===== src/rtl/crc_32_frame_appender.sv =====
// Transmit-path frame controller: forwards payload bytes, optionally zero-pads
// short frames, and appends the CRC-32 FCS least significant byte first.

module crc_32_byte (
   input  logic        clk,
   input  logic        rst_n,
   input  logic        crc_en,
   input  logic        clr,
   input  logic [7:0]  data_in,
   output logic [31:0] crc_out
);
   logic [31:0] crc_q;
   logic [31:0] crc_d;

   // Reflected CRC-32 (poly 0x04C11DB7), one byte per enabled cycle
   always_comb begin
      crc_d = crc_q ^ {24'h0, data_in};
      for (int i = 0; i < 8; i++)
         crc_d = crc_d[0] ? ((crc_d >> 1) ^ 32'hEDB8_8320) : (crc_d >> 1);
   end

   always_ff @(posedge clk or negedge rst_n) begin
      if (!rst_n)      crc_q <= 32'hFFFF_FFFF;
      else if (clr)    crc_q <= 32'hFFFF_FFFF;
      else if (crc_en) crc_q <= crc_d;
   end

   assign crc_out = ~crc_q;
endmodule

module crc_32_frame_appender #(
   parameter int PAD_EN      = 1,
   parameter int MIN_PAYLOAD = 60
) (
   input  logic        clk,
   input  logic        rst_n,
   input  logic [7:0]  s_data,
   input  logic        s_valid,
   input  logic        s_last,
   output logic        s_ready,
   output logic [7:0]  m_data,
   output logic        m_valid,
   output logic        m_last,
   input  logic        m_ready,
   output logic        busy,
   output logic [15:0] frames_done
);
   typedef enum logic [2:0] {IDLE, PAYLOAD, PAD, WAIT_CRC, FCS} state_t;

   state_t      state, state_d;
   logic [15:0] cnt, cnt_d, cnt_inc;
   logic [31:0] fcs_q, crc_out;
   logic [1:0]  fcs_idx, fcs_idx_d;
   logic        can_load, load, load_last, crc_en, crc_clr, fcs_latch, done_inc;
   logic [7:0]  load_data;

   crc_32_byte u_crc (
      .clk     (clk),
      .rst_n   (rst_n),
      .crc_en  (crc_en),
      .clr     (crc_clr),
      .data_in (load_data),
      .crc_out (crc_out)
   );

   assign can_load = !m_valid || m_ready;
   assign cnt_inc  = (cnt == 16'hFFFF) ? cnt : cnt + 16'd1;
   assign busy     = (state != IDLE);

   always_comb begin
      state_d   = state;
      cnt_d     = cnt;
      fcs_idx_d = fcs_idx;
      s_ready   = 1'b0;
      load      = 1'b0;
      load_data = 8'h00;
      load_last = 1'b0;
      crc_en    = 1'b0;
      crc_clr   = 1'b0;
      fcs_latch = 1'b0;
      done_inc  = 1'b0;
      case (state)
         IDLE, PAYLOAD: begin
            // Gated by rst_n so the port reads 0 while reset is held
            s_ready = can_load && rst_n;
            if (s_valid && s_ready) begin
               load      = 1'b1;
               load_data = s_data;
               crc_en    = 1'b1;
               cnt_d     = cnt_inc;
               state_d   = PAYLOAD;
               if (s_last) begin
                  if (PAD_EN != 0 && {16'd0, cnt_inc} < 32'(MIN_PAYLOAD)) state_d = PAD;
                  else                                                   state_d = WAIT_CRC;
               end
            end
         end
         PAD: begin
            if (can_load) begin
               load   = 1'b1;
               crc_en = 1'b1;
               cnt_d  = cnt_inc;
               if ({16'd0, cnt_inc} == 32'(MIN_PAYLOAD)) state_d = WAIT_CRC;
            end
         end
         WAIT_CRC: begin
            fcs_latch = 1'b1;
            crc_clr   = 1'b1;
            cnt_d     = 16'd0;
            fcs_idx_d = 2'd0;
            state_d   = FCS;
         end
         FCS: begin
            if (can_load) begin
               load      = 1'b1;
               load_data = 8'(fcs_q >> {fcs_idx, 3'b000});
               load_last = (fcs_idx == 2'd3);
               fcs_idx_d = fcs_idx + 2'd1;
               if (fcs_idx == 2'd3) begin
                  done_inc = 1'b1;
                  state_d  = IDLE;
               end
            end
         end
         default: state_d = IDLE;
      endcase
   end

   always_ff @(posedge clk or negedge rst_n) begin
      if (!rst_n) begin
         state       <= IDLE;
         cnt         <= 16'd0;
         fcs_q       <= 32'd0;
         fcs_idx     <= 2'd0;
         frames_done <= 16'd0;
      end else begin
         state   <= state_d;
         cnt     <= cnt_d;
         fcs_idx <= fcs_idx_d;
         if (fcs_latch) fcs_q       <= crc_out;
         if (done_inc)  frames_done <= frames_done + 16'd1;
      end
   end

   // Single-entry output register: loads and drains in the same cycle
   always_ff @(posedge clk or negedge rst_n) begin
      if (!rst_n) begin
         m_valid <= 1'b0;
         m_data  <= 8'h00;
         m_last  <= 1'b0;
      end else if (load) begin
         m_valid <= 1'b1;
         m_data  <= load_data;
         m_last  <= load_last;
      end else if (m_ready) begin
         m_valid <= 1'b0;
         m_last  <= 1'b0;
      end
   end
endmodule


===== config.mk =====
export PLATFORM = sky130hd
export DESIGN_NAME = crc_32_frame_appender
export DESIGN_NICKNAME = d
export VERILOG_FILES = /design/src/rtl/crc_32_frame_appender.sv
export SDC_FILE = /design/constraint.sdc
export NUM_CORES = 1
export LEC_CHECK = 0
export BUFFER_PORTS_ARGS = -buffer_cell sky130_fd_sc_hd__buf_2
export CAP_MARGIN = 10
export CORE_MARGIN = 2
export CORE_UTILIZATION = 25
export DETAILED_ROUTE_END_ITERATION = 8
export PLACE_DENSITY = 0.47
export SYNTH_ARGS = -nofsm -noshare
export SYNTH_HDL_FRONTEND = slang
export SYNTH_SLANG_ARGS = --single-unit

===== constraint.sdc =====
create_clock -name clk -period 6.1 [get_ports clk]
set_input_delay 0.305 -clock clk [delete_from_list [all_inputs] [get_ports clk]]
set_output_delay 0.305 -clock clk [all_outputs]
set_load 0.03 [all_outputs]

# Yosys cells after proc, flatten, opt, wreduce, memory -nomap -nowiden
# Index checks and enable logic that the tools add are counted.
[word_totals]
regBits = 111
inputBits = 13
out_inout_bits = 28
[classes]
add_sub_neg = 3
magnitude_cmp = 1
eq_ne = 12
shifts = 1
muxes = 41
bitwise = 10
n_reduce_logical = 15
[ops]
columns = ["cell", "count"]
rows = [
  ["$mux W32", 10],
  ["$not A13 Y14", 8],
  ["$mux W16", 3],
  ["$pmux W16 S3", 1],
  ["$add A16 B1 Y16 const B", 2],
  ["$not A32 Y32", 1],
  ["$shr A32 B5 Y8", 1],
  ["$xor A32 B8 Y32", 1],
  ["$eq A16 B16 Y1 const B", 1],
  ["$eq A16 B6 Y1 const B", 1],
  ["$lt A16 B6 Y1 const B", 1],
  ["$mux W8", 2],
  ["$pmux W8 S2", 1],
  ["$mux W3", 5],
  ["$mux W1", 13],
  ["$pmux W3 S4", 1],
  ["$ne A2 B2 Y1 const B", 5],
  ["$eq A3 B2 Y1 const B", 2],
  ["$reduce_bool A2 Y1", 3],
  ["$reduce_bool A3 Y1", 2],
  ["$reduce_and A5 Y1", 1],
  ["$mux W2", 2],
  ["$pmux W1 S2", 2],
  ["$pmux W2 S2", 1],
  ["11 further kinds", 13],
]

# Logic depth before layout (Yosys ltp)
# Gate-level depths: netlist of run 1.
[depth]
ltp_word = 25
ltp_mapped = 10
depth_no_buf = 9

# Hierarchy
# A second synthesis of run 1 with hierarchy kept.
[unflattened]
cells_unflattened = 637
area_unflattened_um2 = 6093.3
[modules_own_cells]
columns = ["mod", "n_inst", "cells_per_inst", "area_each_um2", "seq_area_each_um2"]
rows = [
  ["crc_32_frame_appender", 1, 429, 4003.8, 1976.9],
  ["crc_32_byte", 1, 208, 2089.5, 840.8],
]

# Worst setup path before layout of run 1
# Ideal clock, no wire load.
[synth_timing]
path_kind = "register -> register"
from = "register m_valid"
to = "register u_crc.crc_q[19]"
setup_ps = 77
arrival_ps = 2549
setup_slack_ps = 3473
path_stages_with_launch = 9
period_less_slack_ps = 2627
cell_sequence = "dfrtp_1 -> nor2b_1 -> nor3b_4 -> a22o_2 -> xor2_4 -> xnor2_4 -> xnor2_4 -> xor3_1 -> a31oi_1"
[synth_via]
elab_chain_len = 22
word_cells_on_any_way = 29
classes_between = "16 x mux; 8 x bitwise; 5 x reduce/logical"
[synth_rtl]
columns = ["item", "line", "source"]
rows = [
  ["from (decl)", "42", "output logic m_valid,"],
  ["from (signal assigned)", "148", "m_valid <= 1'b0;"],
  ["from (signal assigned)", "152", "m_valid <= 1'b1;"],
  ["from (signal assigned)", "156", "m_valid <= 1'b0;"],
  ["$logic_not A1 Y1 (*)", "66", "assign can_load = !m_valid || m_ready;"],
  ["$logic_or A1 B1 Y1 (*)", "66", ""],
  ["$logic_and A1 B1 Y1", "85", "s_ready = can_load && rst_n;"],
  ["$logic_and A1 B1 Y1", "86", "if (s_valid && s_ready) begin"],
  ["$mux W8", "86", ""],
  ["$pmux W8 S2", "82", "case (state)"],
  ["$xor A32 B8 Y32", "17", "crc_d = crc_q ^ {24'h0, data_in};"],
  ["$mux W32 (2 in series)", "19", "crc_d = crc_d[0] ? ((crc_d >> 1) ^ 32'hEDB8_8320) : (crc_d >> 1);"],
  ["(+5 left out)", "n/a", ""],
  ["$not A13 Y14 (no source line)", "n/a", ""],
  ["$mux W32", "19", ""],
  ["$not A13 Y14 (no source line)", "n/a", ""],
  ["$mux W32", "19", ""],
  ["$not A13 Y14 (no source line)", "n/a", ""],
  ["$mux W32", "19", ""],
  ["$mux W32", "25", "else if (crc_en) crc_q <= crc_d;"],
  ["$mux W32", "24", "else if (clr) crc_q <= 32'hFFFF_FFFF;"],
  ["to (signal assigned)", "25", ""],
  ["to (decl)", "12", "logic [31:0] crc_q;"],
]
# Every way passes the cells marked *; elsewhere a longest branch is shown, timed or not. The select of a mux whose other input is x is not followed.
# A chain may end at the register's enable or synchronous reset.

# Worst setup path in the final report of run 1
[layout_timing]
from = "register state[2]"
to = "register u_crc.crc_q[19]"
[layout_via]
elab_chain_len = 19
word_cells_on_any_way = 28
classes_between = "4 x eq/ne; 13 x mux; 8 x bitwise; 3 x reduce/logical"
[layout_rtl]
columns = ["item", "line", "source"]
rows = [
  ["from (decl)", "50", "state_t state, state_d;"],
  ["from (signal assigned)", "137", "state <= state_d;"],
  ["$eq A3 B1 Y1 / $logic_not A3 Y1 (equally long branches)", "82", ""],
  ["$reduce_or A2 Y1", "82", ""],
  ["$pmux W8 S2", "82", ""],
  ["$xor A32 B8 Y32", "17", ""],
  ["$mux W32 (2 in series)", "19", ""],
  ["$not A13 Y14 (no source line)", "n/a", ""],
  ["$mux W32", "19", ""],
  ["$not A13 Y14 (no source line)", "n/a", ""],
  ["$mux W32 (2 in series)", "19", ""],
  ["$not A13 Y14 (no source line)", "n/a", ""],
  ["$mux W32", "19", ""],
  ["$not A13 Y14 (no source line)", "n/a", ""],
  ["$mux W32", "19", ""],
  ["$not A13 Y14 (no source line)", "n/a", ""],
  ["$mux W32", "19", ""],
  ["$mux W32", "25", ""],
  ["$mux W32", "24", ""],
]
# Several ways; a longest one is shown, not always the timed one. The select of a mux whose other input is x is not followed.

==> metrics.txt, run 1 <==
# TYPE chip_impl_metric gauge
chip_impl_metric{name="gp_congestion",unit=""} 0.813
chip_impl_metric{name="post_route_cells_drive_above_1_share",unit="%"} 20.0
chip_impl_info{name="critical_path.reg2reg.startpoint",value="state[2]$_DFFE_PN0P_"} 1
chip_impl_metric{name="hold-worst-slack",unit="ns"} -0.0111
chip_impl_metric{name="grt_start_max_net_pins",unit=""} 82
chip_impl_metric{name="numPlacedInstances",unit=""} 899
chip_impl_metric{name="finalSetupViolations",unit=""} 0
chip_impl_metric{name="least_setup_slack_across_all_paths_after_layout",unit="ns"} 2.87
chip_impl_metric{name="dr.pass1.iters",unit=""} 4
chip_impl_metric{name="reg2reg_setup_slack",unit="ns"} 2.87
chip_impl_metric{name="ctsHoldBuffers",unit=""} 0
chip_impl_metric{name="pwr_density_cell",unit="nW/um^2"} 629
chip_impl_metric{name="boundaryPins",unit=""} 41
chip_impl_metric{name="synth.avg_cell_area",unit="sq um"} 10.4
chip_impl_metric{name="cts.sink_count",unit=""} 111
chip_impl_metric{name="grt_pass1_wl",unit="microns"} 22600
chip_impl_metric{name="number_of_synthesized_flops_with_an_enable_pin",unit=""} 0
chip_impl_info{name="run_status",value="finished, violations left"} 1
chip_impl_metric{name="period_minus_slack",unit="ns"} 3.23
chip_impl_metric{name="clock_insertion_delay_worst_skew",unit="ns"} 0.35
chip_impl_metric{name="grt_usage",unit="%"} 11.9
chip_impl_metric{name="timing.max_cap.violations",unit=""} 0
chip_impl_info{name="most_common_library_cell_in_the_layout_ignoring_fill_and_taps",value="sky130_fd_sc_hd__dfrtp_1"} 1
chip_impl_metric{name="synthesis.nets",unit=""} 579
chip_impl_metric{name="design.core.area",unit="sq um"} 23300
chip_impl_metric{name="floorplan.die.width",unit="microns"} 157
chip_impl_metric{name="initial_utilization",unit="%"} 25.2
chip_impl_metric{name="cts_made_buffers",unit=""} 9
chip_impl_info{name="hold_class",value="in -> async"} 1
chip_impl_metric{name="die_h",unit="microns"} 157
chip_impl_info{name="critPathSlowestCell",value="sky130_fd_sc_hd__and3_1"} 1
chip_impl_metric{name="setup-tns-final",unit="ns"} 0
chip_impl_metric{name="ys_types",unit=""} 55
chip_impl_info{name="commonest_cells_after_routing_fill_and_taps_aside",value="sky130_fd_sc_hd__dfrtp_1, sky130_fd_sc_hd__nand2_1, sky130_fd_sc_hd__xnor2_1"} 1
chip_impl_metric{name="max_ir_drop_vdd",unit="mV"} 0.254
chip_impl_metric{name="antenna_found_initial",unit=""} 0
chip_impl_info{name="clockRootBuffer",value="sky130_fd_sc_hd__clkbuf_16"} 1
chip_impl_metric{name="global_route.overflow_total",unit=""} 0
chip_impl_metric{name="power_leakage",unit="nW"} 2.84
chip_impl_metric{name="timing.reg2reg.worst_path_depth",unit=""} 8
chip_impl_metric{name="initialDrtViolationCount",unit=""} 250
chip_impl_metric{name="total_power",unit="mW"} 4.21
chip_impl_metric{name="worst-endpoint-required",unit="ns"} 6.38
chip_impl_metric{name="antenna_violating_nets_post_route",unit=""} 0
chip_impl_metric{name="layout.cells.non_filler",unit=""} 915
chip_impl_metric{name="post_cts_setup_buffer_count",unit=""} 0
chip_impl_info{name="critical_path_class",value="reg -> reg"} 1
chip_impl_metric{name="timing.critical_path.slowest_cell_delay",unit="ns"} 0.63
chip_impl_metric{name="max_freq",unit="MHz"} 309
chip_impl_metric{name="detail_route.wirelength",unit="microns"} 13800
chip_impl_info{name="clock_tree_from_tritoncts",value="yes"} 1
chip_impl_metric{name="syn_inst",unit=""} 563
chip_impl_metric{name="post-route-util",unit="%"} 28.7
chip_impl_info{name="violations",value="negative hold slack"} 1
chip_impl_metric{name="die-area",unit="sq um"} 24700
chip_impl_metric{name="maximum_buffer_depth_of_the_clock_tree",unit=""} 2
chip_impl_metric{name="stdcell_area",unit="sq um"} 6690
chip_impl_metric{name="number_of_global_route_vias_before_repair",unit=""} 4049
chip_impl_metric{name="register_bit_count_reported_by_yosys",unit=""} 111
chip_impl_metric{name="drc_errors",unit=""} 0
chip_impl_metric{name="count_of_h_tree_levels_built_during_cts",unit=""} 3
chip_impl_metric{name="worst_slew_pin_slew",unit="ns"} 0.836
chip_impl_metric{name="count_of_input_and_output_buffers",unit=""} 40
chip_impl_metric{name="timing.final.crit_share",unit="%"} 53.0
chip_impl_metric{name="report.final.slew_viol_count",unit=""} 0
chip_impl_metric{name="dp_hpwl",unit="microns"} 9580
chip_impl_info{name="crit_path_cell_trace",value="nor2_1 > and3_1 > a22oi_2 > xnor2_2 > xnor2_1 > xnor2_1 > xor3_1 > a31oi_1"} 1
chip_impl_info{name="critical_path.most_common_cell",value="sky130_fd_sc_hd__xnor2_1"} 1
chip_impl_metric{name="antenna_cells",unit=""} 0
chip_impl_info{name="rsz0062_at_grt",value="false"} 1
chip_impl_metric{name="post-place-ws",unit="ns"} 2.46
chip_impl_metric{name="timing.max_slew.rel_slack",unit="%"} 44.2
chip_impl_metric{name="synth_async_sr_flop_share",unit="%"} 100
chip_impl_metric{name="placed_cell_area",unit="sq um"} 6390
chip_impl_metric{name="detail_route.vias_per_cell",unit=""} 4.50
chip_impl_metric{name="hold_viol",unit=""} 15
chip_impl_info{name="rr_endpoint",value="u_crc.crc_q[19]$_DFFE_PN1P_"} 1
chip_impl_metric{name="cts_resized",unit=""} 0
chip_impl_metric{name="cp_max_fo",unit=""} 12
chip_impl_info{name="startpoint_type",value="flop"} 1
chip_impl_metric{name="yosys_warnings",unit=""} 0
chip_impl_metric{name="worst-endpoint-arrival",unit="ns"} 3.51
chip_impl_metric{name="post_synthesis_sequential_area_ratio",unit="%"} 48.1
chip_impl_metric{name="synth.cell_area",unit="sq um"} 5860
chip_impl_metric{name="rows",unit=""} 56
chip_impl_info{name="critPathCaptureType",value="flop"} 1
chip_impl_metric{name="flow.area_growth_from_synthesis",unit="%"} 14.1
chip_impl_metric{name="clk_transition_reported_paths",unit="ns"} 0.07
chip_impl_metric{name="vias",unit=""} 4115
chip_impl_metric{name="timing.clock.skew",unit="ns"} 0.00675
chip_impl_metric{name="finalNetCount",unit=""} 607
chip_impl_info{name="most_instantiated_flip_flop_cell_in_the_synthesis_netlist",value="sky130_fd_sc_hd__dfrtp_1"} 1
chip_impl_metric{name="drt-wirelength-per-cell",unit="microns"} 15.1
==> power breakdown <==
group	switching [mW]	total [mW]	internal, mW
Combinational	1.21	2.24	1.03
Clock	0.273	0.603	0.330
Sequential	0.269	1.36	1.09
==> sequential cells by signal, indices dropped and copies added (netlist names) <==
name,flops
m_last,1
frames_done,16
state,3
cnt,16
fcs_idx,2
m_data,8
fcs_q,32
u_crc.crc_q,32
m_valid,1
==> synthesized netlist by cell type, drive strengths merged, types with 5 or more instances <==
cell	count	area share, %
a21o	5	0.64
a21oi	43	3.7
a22o	7	1.1
a31oi	11	1.2
buf	5	0.64
clkbuf	23	1.5
dfrtp	79	34
dfstp	32	14
inv	5	0.32
mux4	8	3.4
nand2	70	4.5
nand3	15	1.3
nand3b	5	0.64
nand4	9	0.96
nor2	51	3.3
o21ai	50	4.3
xnor2	60	11
xor2	29	5.7
==> area by class of cell <==
type | instances | area, sq um
flip-flops and latches | 111 | 2820
clock buffers | 11 | 243
inverters | 5 | 18.8
multi-input cells | 419 | 2910
fillers | 2457 | 16600
clock inverters | 5 | 57.6
repair buffers | 45 | 240
well taps | 319 | 399
==> how the worst max path moves through the flow <==
stage | start | cells after the start | to | slack (ns)
2_1_floorplan | m_valid$_DFFE_PN0P_ | 8 | u_crc.crc_q[19]$_DFFE_PN1P_ | 3.47
3_3_place_gp | rst_n | 9 | u_crc.crc_q[19]$_DFFE_PN1P_ | 2.59
3_5_place_dp | rst_n | 9 | u_crc.crc_q[19]$_DFFE_PN1P_ | 2.46
4_1_cts | state[2]$_DFFE_PN0P_ | 8 | u_crc.crc_q[19]$_DFFE_PN1P_ | 2.77
5_1_grt | state[2]$_DFFE_PN0P_ | 8 | u_crc.crc_q[19]$_DFFE_PN1P_ | 2.60
6_report | state[2]$_DFFE_PN0P_ | 8 | u_crc.crc_q[19]$_DFFE_PN1P_ | 2.87
==> cell families after synthesis <==
family | share of synthesized area, %
muxes | 3.39
adders and majority gates | 0.641
xor gates and xnor gates | 16.9
and+or+nand+nor | 14.0
DFF | 48.1
AOI/OAI and AO/OA | 14.5
buffers and inverters | 2.43
==> routing by layer <==
layer | up-vias | GRT usage (%) | wire length, microns
met5 | - | 0 | 0
met4 | 0 | 4.37 | 195
met3 | 12 | 1.95 | 420
met2 | 52 | 19.9 | 6870
met1 | 2026 | 15.4 | 6360
li1 | 2025 | - | -
==> critical path, delay by kind of cell, from the launching register on <==
family           cells  cell delay (ns)
AO/OA/AOI/OAI        2             0.38
AND/OR/NAND/NOR      2             0.93
flip-flops           1             0.51
XOR/XNOR             4             1.33
Note: power is estimated with default switching activity, not from simulation.
==> run 2: changes to the inputs <==
==> constraint.sdc (replaced) <==
create_clock -name clk -period 3.29 [get_ports clk]
set_input_delay 0.1645 -clock clk [delete_from_list [all_inputs] [get_ports clk]]
set_output_delay 0.1645 -clock clk [all_outputs]
set_load 0.03 [all_outputs]
==> run 2 against run 1 <==
  * The run still ends with negative hold slack left
  * Sequential share of layout area down 0.51 points
  * Non-clock buffer count rose by 11
  * Die area did not move
  * Critical path depth grew 1
  * Cell count up 1.2%
  * Via count rose by 1.6%
  * Clock power grew 86%
  * Sequential power grew 84%
  * Maximum frequency up 9.6%
  * Routed wire length is 3.4% higher
  * Register-to-register slack got worse by 2.5 ns
  * Critical path type unchanged
  * Critical endpoint is now state[0]$_DFFE_PN0P_
  * Largest cell class unchanged
  * Highest routed layer unchanged
==> metrics.txt, run 2 (same netlist as run 1, synthesis figures left out) <==
# TYPE chip_impl_metric gauge
chip_impl_metric{name="boundaryPins",unit=""} 41
chip_impl_info{name="run_status",value="finished, violations left"} 1
chip_impl_info{name="startpoint_type",value="flop"} 1
chip_impl_info{name="crit_path_cell_trace",value="ha_1 > nand3_1 > nor4_1 > nand3b_1 > o21a_1 > or4_1 > nor4_1 > a31oi_1 > nand3b_1"} 1
chip_impl_info{name="timing.critical_path.from",value="cnt[0]$_DFFE_PN0P_"} 1
chip_impl_info{name="critical-path-top-delay-family",value="simple AND/OR/NAND/NOR gates"} 1
chip_impl_info{name="critical_path_class",value="reg -> reg"} 1
chip_impl_metric{name="cp_max_fo",unit=""} 9
chip_impl_metric{name="die-area",unit="sq um"} 24700
chip_impl_metric{name="antenna_cells",unit=""} 0
chip_impl_metric{name="cts_made_buffers",unit=""} 9
chip_impl_info{name="rsz0062_at_grt",value="false"} 1
chip_impl_metric{name="report.final.slew_viol_count",unit=""} 0
chip_impl_metric{name="grt_usage",unit="%"} 12.3
chip_impl_info{name="layout_top_registers",value="fcs_q x32, u_crc.crc_q x32"} 1
chip_impl_metric{name="placed_cell_area",unit="sq um"} 6470
chip_impl_metric{name="timing.max_cap.violations",unit=""} 0
chip_impl_metric{name="cts_resized",unit=""} 0
chip_impl_info{name="critical_path.reg2reg.startpoint",value="cnt[0]$_DFFE_PN0P_"} 1
chip_impl_metric{name="post_route_cells_drive_above_1_share",unit="%"} 21.6
chip_impl_metric{name="maximum_buffer_depth_of_the_clock_tree",unit=""} 2
chip_impl_metric{name="drt-wirelength-per-cell",unit="microns"} 15.5
chip_impl_metric{name="timing.reg2reg.worst_path_depth",unit=""} 9
chip_impl_metric{name="antenna_found_initial",unit=""} 0
chip_impl_metric{name="worst-endpoint-required",unit="ns"} 3.54
chip_impl_metric{name="antenna_violating_nets_post_route",unit=""} 0
chip_impl_metric{name="grt_pass1_wl",unit="microns"} 23400
chip_impl_metric{name="rows",unit=""} 56
chip_impl_metric{name="dp_hpwl",unit="microns"} 10100
chip_impl_info{name="critPathSlowestCell",value="sky130_fd_sc_hd__dfrtp_1"} 1
chip_impl_metric{name="finalSetupViolations",unit=""} 0
chip_impl_info{name="most_common_library_cell_in_the_layout_ignoring_fill_and_taps",value="sky130_fd_sc_hd__dfrtp_1"} 1
chip_impl_metric{name="post-place-ws",unit="ns"} 0.369
chip_impl_info{name="critPathCaptureType",value="flop"} 1
chip_impl_metric{name="flow.area_growth_from_synthesis",unit="%"} 15.5
chip_impl_metric{name="detail_route.vias_per_cell",unit=""} 4.52
chip_impl_metric{name="number_of_global_route_vias_before_repair",unit=""} 4221
chip_impl_metric{name="max_ir_drop_vdd",unit="mV"} 0.545
chip_impl_metric{name="count_of_h_tree_levels_built_during_cts",unit=""} 3
chip_impl_metric{name="design.core.area",unit="sq um"} 23300
chip_impl_info{name="rr_endpoint",value="state[0]$_DFFE_PN0P_"} 1
chip_impl_metric{name="post-route-util",unit="%"} 29.1
chip_impl_metric{name="period_minus_slack",unit="ns"} 2.95
chip_impl_metric{name="drc_errors",unit=""} 0
chip_impl_metric{name="count_of_input_and_output_buffers",unit=""} 40
chip_impl_metric{name="max_freq",unit="MHz"} 339
chip_impl_metric{name="pwr_density_cell",unit="nW/um^2"} 1180
chip_impl_metric{name="global_route.overflow_total",unit=""} 0
chip_impl_metric{name="timing.final.crit_share",unit="%"} 89.6
chip_impl_metric{name="cts.sink_count",unit=""} 111
chip_impl_metric{name="timing.clock.skew",unit="ns"} 0.00744
chip_impl_metric{name="setup-tns-final",unit="ns"} 0
chip_impl_metric{name="worstPathBufferInverterCount",unit=""} 0
chip_impl_metric{name="stdcell_area",unit="sq um"} 6770
chip_impl_metric{name="dr.pass1.iters",unit=""} 5
chip_impl_metric{name="gp_congestion",unit=""} 0.800
chip_impl_metric{name="post_cts_setup_buffer_count",unit=""} 0
chip_impl_metric{name="vias",unit=""} 4181
chip_impl_metric{name="power_leakage",unit="nW"} 2.89
chip_impl_metric{name="initialDrtViolationCount",unit=""} 255
chip_impl_info{name="clockRootBuffer",value="sky130_fd_sc_hd__clkbuf_16"} 1
chip_impl_metric{name="floorplan.die.width",unit="microns"} 157
chip_impl_metric{name="clk_transition_reported_paths",unit="ns"} 0.07
chip_impl_metric{name="worst_slew_pin_slew",unit="ns"} 0.831
chip_impl_metric{name="timing.max_slew.rel_slack",unit="%"} 44.6
chip_impl_metric{name="ctsHoldBuffers",unit=""} 0
chip_impl_metric{name="least_setup_slack_across_all_paths_after_layout",unit="ns"} 0.342
chip_impl_info{name="violations",value="negative hold slack"} 1
chip_impl_metric{name="hold_viol",unit=""} 8
chip_impl_metric{name="detail_route.wirelength",unit="microns"} 14300
chip_impl_metric{name="initial_utilization",unit="%"} 25.2
chip_impl_metric{name="hold-worst-slack",unit="ns"} -0.0232
chip_impl_metric{name="total_power",unit="mW"} 8.00
chip_impl_info{name="commonest_cells_after_routing_fill_and_taps_aside",value="sky130_fd_sc_hd__dfrtp_1, sky130_fd_sc_hd__nand2_1, sky130_fd_sc_hd__xnor2_1"} 1
chip_impl_metric{name="worst-endpoint-arrival",unit="ns"} 3.20
chip_impl_metric{name="reg2reg_setup_slack",unit="ns"} 0.34
chip_impl_metric{name="grt_start_max_net_pins",unit=""} 74
chip_impl_info{name="clock_tree_from_tritoncts",value="yes"} 1
chip_impl_metric{name="finalNetCount",unit=""} 618
chip_impl_info{name="hold_class",value="in -> async"} 1
chip_impl_metric{name="clock_insertion_delay_worst_skew",unit="ns"} 0.36
chip_impl_metric{name="die_h",unit="microns"} 157
chip_impl_metric{name="timing.critical_path.slowest_cell_delay",unit="ns"} 0.48
run 2: cell count changes in the layout (fill, tap and decap cells not counted):
cell,change
sky130_fd_sc_hd__clkinv_2,+1
sky130_fd_sc_hd__clkinvlp_4,+2
sky130_fd_sc_hd__clkinv_4,-2
sky130_fd_sc_hd__clkbuf_1,-1
sky130_fd_sc_hd__buf_4,+11
run 2: power breakdown:
group / leakage (nW) / internal [mW] / switching [mW]
sequential: 1.38 / 2.03 / 0.471
clock: 0.144 / 0.608 / 0.514
combinational: 1.36 / 2.01 / 2.37
total: 2.89 / 4.65 / 3.35
run 2: metrics by stage:
step           instances  hold WS (ns)
5_1_grt              926        0.0314
2_1_floorplan        563        -0.131
4_1_cts              926        0.0303
3_5_place_dp         910         0.418
3_3_place_gp         910         0.408
6_report             926       -0.0232
run 2: how the worst max path moves through the flow:
stage | end | slack [ns] | cells after the start
floorplan | u_crc.crc_q[19]$_DFFE_PN1P_ | 0.66 | 8
global placement | u_crc.crc_q[23]$_DFFE_PN1P_ | 0.47 | 7
detailed placement | state[0]$_DFFE_PN0P_ | 0.37 | 9
CTS | state[0]$_DFFE_PN0P_ | 0.35 | 9
global route | state[0]$_DFFE_PN0P_ | 0.02 | 9
finish | state[0]$_DFFE_PN0P_ | 0.34 | 9
run 2: metal layers:
layer / wire, microns / GRT usage (%)
met5: 0 / 0
met4: 215 / 4.16
met3: 328 / 1.71
met2: 7030 / 20.8
met1: 6740 / 16.3
run 2: layout make-up:
class,count,area (sq um)
inverter,5,18.8
clock buffer,10,239
timing repair buffer,56,323
fill,2453,16500
sequential,111,2820
clock inverter,6,60.1
tap,319,399
multi-input combinational,419,2910
